--- src/rtl/uart_dbg_pkg.sv ---
// Shared constants, FSM state encoding and TX request payload for the UART debug controller.
package uart_dbg_pkg;

    localparam int unsigned BYTE_W = 8;
    localparam int unsigned WORD_W = 32;

    localparam logic [BYTE_W-1:0] CMD_LOAD = 8'h4C;
    localparam logic [BYTE_W-1:0] CMD_RUN  = 8'h52;
    localparam logic [BYTE_W-1:0] CMD_STEP = 8'h53;
    localparam logic [BYTE_W-1:0] CMD_DUMP = 8'h44;
    localparam logic [BYTE_W-1:0] CMD_CLR  = 8'h43;
    localparam logic [BYTE_W-1:0] ACK      = 8'h06;
    localparam logic [BYTE_W-1:0] NAK      = 8'h15;

    typedef enum logic [2:0] {
        ST_IDLE,
        ST_LOAD_BYTE,
        ST_LOAD_WR,
        ST_RUN,
        ST_STEP,
        ST_DUMP_SET,
        ST_DUMP_TX,
        ST_SEND
    } state_t;

    typedef struct packed {
        logic [WORD_W-1:0] word;
        logic              one_byte;
    } tx_req_t;

    // Single-byte response request for the TX serializer.
    function automatic tx_req_t resp_req(input logic [BYTE_W-1:0] b);
        tx_req_t req;
        req.word     = {24'h000000, b};
        req.one_byte = 1'b1;
        return req;
    endfunction

endpackage

--- src/rtl/uart_dbg_ctrl_if.sv ---
// UART FIFO side of the debug controller: RX pop and TX push handshakes.
interface uart_dbg_ctrl_if;
    import uart_dbg_pkg::*;

    logic              rx_empty;
    logic [BYTE_W-1:0] r_data;
    logic              rd_uart;
    logic              tx_full;
    logic [BYTE_W-1:0] w_data;
    logic              wr_uart;

    modport master (
        input  rx_empty, r_data, tx_full,
        output rd_uart, w_data, wr_uart
    );

    modport slave (
        output rx_empty, r_data, tx_full,
        input  rd_uart, w_data, wr_uart
    );

endinterface

--- src/rtl/uart_dbg_txser.sv ---
// Serializes a 32-bit word (LSB first) or a single byte into the TX FIFO, stalling on tx_full.
module uart_dbg_txser
    import uart_dbg_pkg::*;
(
    input  logic              clk,
    input  logic              reset,
    input  logic              i_start,
    input  tx_req_t           i_req,
    input  logic              i_tx_full,
    output logic              o_busy,
    output logic [BYTE_W-1:0] o_w_data,
    output logic              o_wr_uart_c
);

    logic [WORD_W-1:0] r_word;
    logic [1:0]        r_left;
    logic              r_busy;
    logic              w_push;

    assign w_push      = r_busy && !i_tx_full;
    assign o_wr_uart_c = w_push;
    assign o_busy      = r_busy;
    assign o_w_data    = r_word[BYTE_W-1:0];

    // Head byte stays put until the FIFO accepts it.
    always_ff @(posedge clk) begin
        if (reset) begin
            r_word <= '0;
            r_left <= 2'd0;
            r_busy <= 1'b0;
        end else if (i_start && !r_busy) begin
            r_word <= i_req.word;
            r_left <= i_req.one_byte ? 2'd0 : 2'd3;
            r_busy <= 1'b1;
        end else if (w_push) begin
            if (r_left == 2'd0) begin
                r_busy <= 1'b0;
            end else begin
                r_word <= r_word >> BYTE_W;
                r_left <= r_left - 2'd1;
            end
        end
    end

endmodule

--- src/rtl/uart_dbg_ctrl.sv ---
// UART command sequencer: loads IMEM, runs/steps the CPU and dumps the debug window.
// Optional load-frame idle timeout enabled by defining UART_DBG_TIMEOUT_EN.
module uart_dbg_ctrl
    import uart_dbg_pkg::*;
#(
    parameter int unsigned DBIT        = 8,
    parameter int unsigned IMEM_AW     = 8,
    parameter int unsigned DBG_AW      = 5,
    parameter int unsigned TIMEOUT_CYC = 5000000
) (
    input  logic                clk,
    input  logic                reset,
    uart_dbg_ctrl_if.master     uart,
    output logic                imem_we,
    output logic [IMEM_AW-1:0]  imem_addr,
    output logic [WORD_W-1:0]   imem_wdata,
    output logic                cpu_en,
    input  logic                cpu_halt,
    output logic [DBG_AW-1:0]   dbg_addr,
    input  logic [WORD_W-1:0]   dbg_data
);

    state_t              r_state;
    logic [1:0]          r_bcnt;
    logic [WORD_W-1:0]   r_word;
    logic [IMEM_AW-1:0]  r_ptr;
    logic                r_imem_we;
    logic                r_cpu_en;
    logic [DBG_AW-1:0]   r_dbg_addr;
    logic                r_tx_start;
    tx_req_t             r_tx_req;

    logic                w_pop;
    logic                w_timeout;
    logic                w_tx_busy;
    logic                w_tx_idle;
    logic [DBIT-1:0]     w_rx_byte;

    // RX is only popped while waiting for a command or load data.
    assign w_pop     = !reset && !uart.rx_empty &&
                       ((r_state == ST_IDLE) || (r_state == ST_LOAD_BYTE));
    assign w_rx_byte = uart.r_data;
    assign w_tx_idle = !r_tx_start && !w_tx_busy;

    assign uart.rd_uart = w_pop;
    assign imem_we      = r_imem_we;
    assign imem_addr    = r_ptr;
    assign imem_wdata   = r_word;
    assign cpu_en       = r_cpu_en;
    assign dbg_addr     = r_dbg_addr;

`ifdef UART_DBG_TIMEOUT_EN
    localparam int unsigned TO_W = (TIMEOUT_CYC > 1) ? $clog2(TIMEOUT_CYC) : 1;
    logic [TO_W-1:0] r_to_cnt;

    always_ff @(posedge clk) begin
        if (reset || w_pop || (r_state != ST_LOAD_BYTE)) begin
            r_to_cnt <= '0;
        end else begin
            r_to_cnt <= r_to_cnt + TO_W'(1);
        end
    end

    assign w_timeout = (r_state == ST_LOAD_BYTE) && (r_to_cnt == TO_W'(TIMEOUT_CYC - 1));
`else
    logic w_unused_to;
    assign w_unused_to = |32'(TIMEOUT_CYC);
    assign w_timeout   = 1'b0;
`endif

    uart_dbg_txser u_txser (
        .clk        (clk),
        .reset      (reset),
        .i_start    (r_tx_start),
        .i_req      (r_tx_req),
        .i_tx_full  (uart.tx_full),
        .o_busy     (w_tx_busy),
        .o_w_data   (uart.w_data),
        .o_wr_uart_c(uart.wr_uart)
    );

    always_ff @(posedge clk) begin
        if (reset) begin
            r_state    <= ST_IDLE;
            r_bcnt     <= 2'd0;
            r_word     <= '0;
            r_ptr      <= '0;
            r_imem_we  <= 1'b0;
            r_cpu_en   <= 1'b0;
            r_dbg_addr <= '0;
            r_tx_start <= 1'b0;
            r_tx_req   <= '0;
        end else begin
            r_imem_we  <= 1'b0;
            r_tx_start <= 1'b0;
            case (r_state)
                ST_IDLE: begin
                    if (w_pop) begin
                        case (w_rx_byte)
                            CMD_LOAD: begin
                                r_bcnt  <= 2'd0;
                                r_state <= ST_LOAD_BYTE;
                            end
                            CMD_RUN: begin
                                r_cpu_en <= 1'b1;
                                r_state  <= ST_RUN;
                            end
                            CMD_STEP: begin
                                r_cpu_en <= 1'b1;
                                r_state  <= ST_STEP;
                            end
                            CMD_DUMP: begin
                                r_dbg_addr <= '0;
                                r_state    <= ST_DUMP_SET;
                            end
                            CMD_CLR: begin
                                r_ptr      <= '0;
                                r_tx_req   <= resp_req(ACK);
                                r_tx_start <= 1'b1;
                                r_state    <= ST_SEND;
                            end
                            default: begin
                                r_tx_req   <= resp_req(NAK);
                                r_tx_start <= 1'b1;
                                r_state    <= ST_SEND;
                            end
                        endcase
                    end
                end
                ST_LOAD_BYTE: begin
                    if (w_pop) begin
                        r_word <= {w_rx_byte, r_word[WORD_W-1:BYTE_W]};
                        r_bcnt <= r_bcnt + 2'd1;
                        if (r_bcnt == 2'd3) begin
                            r_imem_we <= 1'b1;
                            r_state   <= ST_LOAD_WR;
                        end
                    end else if (w_timeout) begin
                        r_word     <= '0;
                        r_tx_req   <= resp_req(NAK);
                        r_tx_start <= 1'b1;
                        r_state    <= ST_SEND;
                    end
                end
                ST_LOAD_WR: begin
                    r_ptr      <= r_ptr + IMEM_AW'(1);
                    r_tx_req   <= resp_req(ACK);
                    r_tx_start <= 1'b1;
                    r_state    <= ST_SEND;
                end
                ST_RUN: begin
                    if (cpu_halt) begin
                        r_cpu_en   <= 1'b0;
                        r_tx_req   <= resp_req(ACK);
                        r_tx_start <= 1'b1;
                        r_state    <= ST_SEND;
                    end
                end
                ST_STEP: begin
                    r_cpu_en   <= 1'b0;
                    r_tx_req   <= resp_req(ACK);
                    r_tx_start <= 1'b1;
                    r_state    <= ST_SEND;
                end
                ST_DUMP_SET: begin
                    r_tx_req.word     <= dbg_data;
                    r_tx_req.one_byte <= 1'b0;
                    r_tx_start        <= 1'b1;
                    r_state           <= ST_DUMP_TX;
                end
                ST_DUMP_TX: begin
                    if (w_tx_idle) begin
                        if (r_dbg_addr == {DBG_AW{1'b1}}) begin
                            r_tx_req   <= resp_req(ACK);
                            r_tx_start <= 1'b1;
                            r_state    <= ST_SEND;
                        end else begin
                            r_dbg_addr <= r_dbg_addr + DBG_AW'(1);
                            r_state    <= ST_DUMP_SET;
                        end
                    end
                end
                ST_SEND: begin
                    if (w_tx_idle) begin
                        r_state <= ST_IDLE;
                    end
                end
                default: r_state <= ST_IDLE;
            endcase
        end
    end

endmodule
--- src/flat_wrapper.sv ---
// flat-port wrapper written by rule: the top's interface ports become plain ports
module uart_dbg_ctrl_flat import uart_dbg_pkg::*;
#(
    parameter int unsigned DBIT        = 8,
    parameter int unsigned IMEM_AW     = 8,
    parameter int unsigned DBG_AW      = 5,
    parameter int unsigned TIMEOUT_CYC = 5000000
)
  (clk, reset, imem_we, imem_addr, imem_wdata, cpu_en, cpu_halt, dbg_addr, dbg_data, uart_rx_empty, uart_r_data, uart_tx_full, uart_rd_uart, uart_w_data, uart_wr_uart);
  uart_dbg_ctrl_if uart_i ();
  input  logic clk;
  input  logic reset;
  output logic imem_we;
  output logic [IMEM_AW-1:0] imem_addr;
  output logic [WORD_W-1:0] imem_wdata;
  output logic cpu_en;
  input  logic cpu_halt;
  output logic [DBG_AW-1:0] dbg_addr;
  input  logic [WORD_W-1:0] dbg_data;
  input wire logic [$bits(uart_i.rx_empty)-1:0] uart_rx_empty;
  input wire logic [$bits(uart_i.r_data)-1:0] uart_r_data;
  input wire logic [$bits(uart_i.tx_full)-1:0] uart_tx_full;
  output wire logic [$bits(uart_i.rd_uart)-1:0] uart_rd_uart;
  output wire logic [$bits(uart_i.w_data)-1:0] uart_w_data;
  output wire logic [$bits(uart_i.wr_uart)-1:0] uart_wr_uart;
  assign uart_i.rx_empty = uart_rx_empty;
  assign uart_i.r_data = uart_r_data;
  assign uart_i.tx_full = uart_tx_full;
  assign uart_rd_uart = uart_i.rd_uart;
  assign uart_w_data = uart_i.w_data;
  assign uart_wr_uart = uart_i.wr_uart;
  uart_dbg_ctrl #(.DBIT(DBIT), .IMEM_AW(IMEM_AW), .DBG_AW(DBG_AW), .TIMEOUT_CYC(TIMEOUT_CYC)) u_core (.clk(clk), .reset(reset), .uart(uart_i), .imem_we(imem_we), .imem_addr(imem_addr), .imem_wdata(imem_wdata), .cpu_en(cpu_en), .cpu_halt(cpu_halt), .dbg_addr(dbg_addr), .dbg_data(dbg_data));
endmodule
--- config.mk ---
export PLATFORM = sky130hd
export DESIGN_NAME = uart_dbg_ctrl_flat
export DESIGN_NICKNAME = d
export VERILOG_FILES = /design/src/rtl/uart_dbg_pkg.sv /design/src/rtl/uart_dbg_ctrl_if.sv /design/src/rtl/uart_dbg_txser.sv /design/src/rtl/uart_dbg_ctrl.sv /design/src/flat_wrapper.sv
export SDC_FILE = /design/constraint.sdc
export NUM_CORES = 1
export LEC_CHECK = 0
export CORE_AREA = 2 2 102 104
export CTS_BUF_LIST = sky130_fd_sc_hd__clkbuf_2 sky130_fd_sc_hd__clkbuf_4 sky130_fd_sc_hd__clkbuf_8
export DETAILED_ROUTE_END_ITERATION = 10
export DIE_AREA = 0 0 104 106
export GPL_ROUTABILITY_DRIVEN = 0
export PLACE_DENSITY = 0.85
export SLEW_MARGIN = 20
export SYNTH_ARGS = -nofsm -noshare
export SYNTH_HDL_FRONTEND = slang
export SYNTH_HIERARCHICAL = 1
export SYNTH_SLANG_ARGS = --single-unit
--- constraint.sdc ---
create_clock -name clk -period 2.25 [get_ports clk]
set_input_delay 0.3375 -clock clk [delete_from_list [all_inputs] [get_ports clk]]
set_output_delay 0.3375 -clock clk [all_outputs]
set_load 0.02 [all_outputs]
# Word level (Yosys, flattened, before mapping)
# Index checks and enable logic that the tools add are counted.
# W data, S select, Z words.
[totals]
regBits = 121
out_inout_bits = 57
[classes]
n_addsub = 4
eq_ne = 28
mux = 48
n_bitwise = 2
n_reduce_logical = 34
[ops]
columns = ["cell", "count"]
rows = [
  ["$pmux W33 S5", 1],
  ["$mux W33", 4],
  ["$mux W32", 3],
  ["$pmux W33 S2", 1],
  ["$eq A8 B7 Y1 const B", 5],
  ["$ne A2 B2 Y1 const B", 11],
  ["$pmux W3 S7", 1],
  ["$mux W5", 4],
  ["$mux W3", 6],
  ["$mux W2", 8],
  ["$mux W8", 2],
  ["$pmux W8 S2", 1],
  ["$eq A3 B3 Y1 const B", 4],
  ["$mux W1", 12],
  ["$pmux W3 S4", 1],
  ["$reduce_and A6 Y1", 2],
  ["$pmux W5 S2", 1],
  ["$reduce_bool A2 Y1", 5],
  ["$add A8 B1 Y8 const B", 1],
  ["$reduce_and A4 Y1", 2],
  ["$eq A3 B2 Y1 const B", 2],
  ["$ne A2 B1 Y1 const B", 3],
  ["$reduce_and A2 Y1", 3],
  ["$reduce_or A3 Y1", 2],
  ["21 further kinds", 31],
]

# Logic depth before layout (Yosys ltp)
[logic_depth]
depth_word = 5
ltp_mapped = 9
ltp_nobuf = 7

# By module
# Netlist, hierarchy kept.
[by_module_without_submodules]
columns = ["module", "instances", "cells_per_inst", "area_per_inst_um2", "seq_area_each_um2"]
rows = [
  ["uart_dbg_ctrl", 1, 397, 3589.7, 1721.7],
  ["uart_dbg_txser", 1, 198, 1685.4, 700.7],
]

# Worst setup path after synthesis
# No wires, ideal clock.
[synth_path]
path_type = "register to register"
start = "register u_core.r_dbg_addr[0] (netlist: u_core/dbg_addr[0])"
end = "register u_core/r_tx_req[17] (netlist bit)"
arrival_ps = 2055
required_time_ps = 2133
slack_ps = 78
path_stages_with_launch = 10
path_buffers = 2
synth_period_minus_slack_ps = 2172
cell_sequence = "dfxtp_1 ha_1 and3_1 ha_1 nor3b_1 o2bb2ai_1 a211o_1 buf_2 buf_4 a32o_1"
[synth_via]
elab_chain_len = 3
[synth_lines]
columns = ["item", "line", "rtl"]
rows = [
  ["from (decl)", "uart_dbg_ctrl.sv:29", "logic [DBG_AW-1:0] r_dbg_addr;"],
  ["from (signal assigned)", "uart_dbg_ctrl.sv:178", "r_dbg_addr <= r_dbg_addr + DBG_AW'(1);"],
  ["$eq A5 B5 Y1", "uart_dbg_ctrl.sv:173", "if (r_dbg_addr == {DBG_AW{1'b1}}) begin"],
  ["$ne A2 B1 Y1 (no source line)", "n/a", ""],
  ["$reduce_and A6 Y1 (no source line)", "n/a", ""],
  ["to (signal assigned)", "uart_dbg_ctrl.sv:154", "r_tx_req <= resp_req(ACK);"],
  ["to (signal assigned)", "uart_dbg_ctrl.sv:161", "r_tx_req <= resp_req(ACK);"],
  ["to (signal assigned)", "uart_dbg_ctrl.sv:174", "r_tx_req <= resp_req(ACK);"],
  ["to (decl)", "uart_dbg_ctrl.sv:31", "tx_req_t r_tx_req;"],
]
# No other way between the ends.
# A chain may end at the register's enable or synchronous reset.

# Worst setup path in the final report
[layout_path]
start = "register u_core.r_dbg_addr[1] (netlist: u_core/dbg_addr[1])"
end = "register u_core/r_tx_req[6] (netlist bit)"
# The elaborated chain is that of the path after synthesis.

==> impl_summary.txt <==
----------------------------------------------------
[Run status]
  Run status ... finished, final reports clean

[Routing]
  Total length of routed met3 wires ... approximately 960 um
  Detail Route Antenna Nets ... 0
  Total detailed-routing wirelength ... roughly 13000 um
  Iteration-0 DRC Markers ... ~250
  Uppermost layer routed ... met4
  Vias after detailed routing ... slightly below 5000
  Pre-antenna DRT Iters ... 7
  Routed len/inst ... 15.8 um
  Detailed-routed wire length on met2 ... approximately 6600 um
  DRC violations left ... 0
  Drt via density ... a little under 6
  Post-Route M1 WL ... between 5000 and 6000 um

[STA]
  Hold Vio Cnt, Final ... 0
  Setup repair after global routing missed its margin ... no
  Setup violation total in the final timing report ... 0
  Top achievable clock speed ... 464 MHz
  Tmin final ... roughly 2200 ps
  Worst-margin pin slew ... roughly 670 ps
  Number of pins exceeding their max-slew limit in the final report ... 0
  Final Skew ... 25.3 ps
  Final setup slack of the worst path ... roughly 97 ps
  Period utilisation layout ... a little over nine tenths
  Worst slew margin relative to its limit ... 54.9%

[Logic synthesis]
  Warnings from Yosys ... 6
  Number of nets produced by synthesis ... around 650
  Post-synthesis cell area ... 5280 um2
  Most frequent cell after synthesis ... sky130_fd_sc_hd__dfxtp_1
  Distinct cell type count after synthesis ... between 60 and 70
  Leading cell types by count after synthesis ... sky130_fd_sc_hd__dfxtp_1 (121), sky130_fd_sc_hd__nand2_1 (111), sky130_fd_sc_hd__a21oi_1 (71)
  Number of storage elements in the synthesis netlist ... between 100 and 150
  Most used flip-flop cell after synthesis ... sky130_fd_sc_hd__dfxtp_1
  Share of synthesized cell area in full adder, half adder and majority cells ... about 1.2%
  Post-synthesis xor/xnor area fraction ... less than 1%
  Cell types occupying the most area after synthesis ... sky130_fd_sc_hd__dfxtp_1 (46%), sky130_fd_sc_hd__nand2_1 (7.9%), sky130_fd_sc_hd__a21oi_1 (6.7%), sky130_fd_sc_hd__a32o_1 (5.3%), sky130_fd_sc_hd__a211oi_2 (4.5%)
  Portion of netlist area occupied by mux cells ... 0.972%
  Share of Yosys cell area claimed by the top area cell type ... a little under half
  Sequential-to-total area share from yosys stat ... a little under half
  Async SR Flop Fraction ... 0%
  Instance count of the mapped netlist ... just under 600
  Library cell with the largest summed area after synthesis ... sky130_fd_sc_hd__dfxtp_1
  Avg Synthesized Cell Area ... 8.87 um2
  Main combinational cell family by area after synthesis ... compound AO/OA/AOI/OAI gates
  Area fraction in and, or, nand and nor cells after synthesis ... between 20% and 30%
  Fraction of the mapped netlist area in compound gates ... between 20% and 30%
  Number of enable flip-flop cells after synthesis ... 0

[Clock network]
  TritonCTS sink count ... between 100 and 150
  Cts bufs inserted ... 17
  Number of levels the H-tree was split into ... 4
  Latest clock arrival within the worst-skew pair ... between 400 and 500 ps
  Max Root-Sink Buffers ... 2
  Clock tree from TritonCTS ... built
  Root buf cell ... sky130_fd_sc_hd__clkbuf_8
  Count of hold-fix buffers inserted at cts ... 0
  Reg clk slew, reported paths ... ~90 ps

[Finish]
  Final Instance Area ... 6770 um2
  Nets ... 733
  Post-route core utilization ... about two thirds
  Antenna cells ... 0
  Share of layout cells above drive strength 1 ... 12.8%
  Final instance count without filler cells ... 832
  Signed area change from the synthesized netlist to the final layout ... 28.3%

[Setup path]
  Top cell by count, worst path ... sky130_fd_sc_hd__ha_1
  Worst Reg-to-Reg Cells ... 8
  Maximum fanout along the worst path ... 33
  Critical path start-end classification ... register to register
  Setup crit start kind ... register
  Worst reg-to-reg setup slack ... slightly below 100 ps
  CP endpoint kind ... register
  Combined buffer and inverter count along the critical path ... 1
  Slowest library cell on the worst path ... sky130_fd_sc_hd__dfxtp_2
  Reg-to-Reg Start ... u_core/dbg_addr[1]
  Worst path required time ... approximately 2600 ps
  Cells along the critical path ... ha_1 -> and3_1 -> ha_1 -> nor3b_1 -> o2bb2ai_1 -> a211o_1 -> buf_12 -> a32o_1
  Top delay family on crit path ... compound AO/OA/AOI/OAI gates
  Data arrival, critical path ... 2460 ps
  CP peak stage delay ... 380 ps
  Crit Reg-Reg Endpoint ... u_core/r_tx_req[6]

[Floorplan]
  Height of the chip ... 106 um
  Die Area ... 11000 um2
  I/O pin count ... ~100
  Placement row count ... 37
  Horizontal die dimension ... between 100 and 150 um
  Initial Util ... roughly 53%
  Core Footprint ... ~10000 um2

[Hold path]
  Endpoint of the worst hold path ... u_core/imem_wdata[25]
  Min-Delay Path Depth ... 2
  Worst min-delay path startpoint ... reset
  Class of the tightest hold or removal check ... primary input to register

[Power and ir drop]
  Standby leakage power ... approximately 0.0024 uW
  Worst IR drop on VDD ... 0.505 mV
  Power per standard cell area ... just under 1000 nW/um2
  Power, Total ... 6610 uW

[Job]
  Count of maximum capacitance violations ... 0

[Global route]
  Initial antenna violation count ... 0
  Largest net degree at the start of global routing ... 45
  Number of global-route vias before repair ... about 4600
  Global-route wire length before repair ... 21200 um
  Remaining global-route overflow ... 0
  Total track usage ... a little under a quarter

[Place]
  Dpl ws ... -24.8 ps
  Area of placed instances ... about 6400 um2
  Port bufs ... approximately 100
  DPL Wire Length ... 8710 um
  Number of placed instances with taps included ... 800

----------------------------------------------------
## registers in the layout, indices dropped and copies added, names as in the netlist, 2 cells and up
signal and cells:
u_core/dbg_addr 5, u_core/u_txser/r_word 32, u_core/u_txser/r_left 2, u_core/r_state 3, u_core/imem_addr 8, u_core/r_bcnt 2, u_core/imem_wdata 32, u_core/r_tx_req 33
## worst max-delay path by stage
| stage | from | end | slack (ps) | cells after the start |
|---|---|---|---|---|
| floorplan | u_core/dbg_addr[0] | u_core/r_tx_req[17] | 80 | 9 |
| global placement | uart_r_data[4] | u_core/imem_addr[7] | 70 | 7 |
| detailed placement | uart_r_data[4] | u_core/imem_addr[7] | -20 | 7 |
| CTS | u_core/dbg_addr[1] | u_core/r_tx_req[6] | 40 | 8 |
| global route | u_core/dbg_addr[1] | u_core/r_tx_req[6] | 7 | 8 |
| finish | u_core/dbg_addr[1] | u_core/r_tx_req[6] | 100 | 8 |
## area by class of cell
| type | count | area, um2 |
|---|---|---|
| Clock buffer | 17 | 234 |
| Clock inverter | 15 | 165 |
| Tap cell | 136 | 170 |
| Inverter | 9 | 33.8 |
| Multi-Input combinational cell | 409 | 2520 |
| Sequential cell | 121 | 2420 |
| Fill cell | 802 | 3230 |
| Timing Repair Buffer | 125 | 1220 |
## per-stage QoR
stage,hold slack [ps],TNS [ps]
2_1_floorplan,424,0
3_3_place_gp,439,0
3_5_place_dp,449,-24.8
4_1_cts,166,0
5_1_grt,183,0
6_report,197,0
## power breakdown
group          total, uW  switching [uW]  internal, uW
Clock               1950             946          1010
Sequential          2670             245          2430
Combinational       1990            1170           822
Total               6610            2360          4250
## placed cells by master (no fill, tap or decap), types with 4 or more instances in the layout
cell type and instances:
sky130_fd_sc_hd__a21oi_1 71, sky130_fd_sc_hd__o21ai_0 7, sky130_fd_sc_hd__a211oi_2 19, sky130_fd_sc_hd__nand2b_1 6
sky130_fd_sc_hd__nand2_1 111, sky130_fd_sc_hd__a21oi_2 5, sky130_fd_sc_hd__nand3_1 15, sky130_fd_sc_hd__nor2b_1 6
sky130_fd_sc_hd__buf_4 22, sky130_fd_sc_hd__a21boi_1 4, sky130_fd_sc_hd__nor2_1 38, sky130_fd_sc_hd__ha_1 5
sky130_fd_sc_hd__inv_6 5, sky130_fd_sc_hd__a31oi_1 5, sky130_fd_sc_hd__inv_1 8, sky130_fd_sc_hd__nand3b_1 6
sky130_fd_sc_hd__nand4_1 4, sky130_fd_sc_hd__a211oi_1 11, sky130_fd_sc_hd__mux2i_1 4, sky130_fd_sc_hd__clkdlybuf4s50_1 99
sky130_fd_sc_hd__clkbuf_8 17, sky130_fd_sc_hd__a32o_1 28, sky130_fd_sc_hd__dfxtp_1 120, sky130_fd_sc_hd__o31ai_1 4
sky130_fd_sc_hd__nor3b_1 5
## logic make-up (layout without fill, tap and decap cells)
| kind of cell | Yosys count | in the layout |
|---|---|---|
| buffers and inverters | 65 | 166 |
| DFF | 121 | 121 |
| adders and majority gates | 5 | 5 |
| and+or+nand+nor | 221 | 221 |
| muxes | 5 | 5 |
| AOI/OAI and AO/OA | 177 | 177 |
| xor gates and xnor gates | 1 | 1 |
## repair_timing
item,CTS,global route
endpoints found under the setup margin,1,28
buffers inserted,0,0
resized for setup,1,1
## layer usage
layer / up-vias / GRT usage (%)
met5: - / 0
met4: 0 / 7.92
met3: 45 / 8.15
met2: 184 / 40.7
met1: 2280 / 26.7
li1: 2298 / -
Note: power is estimated with default switching activity, not from simulation.
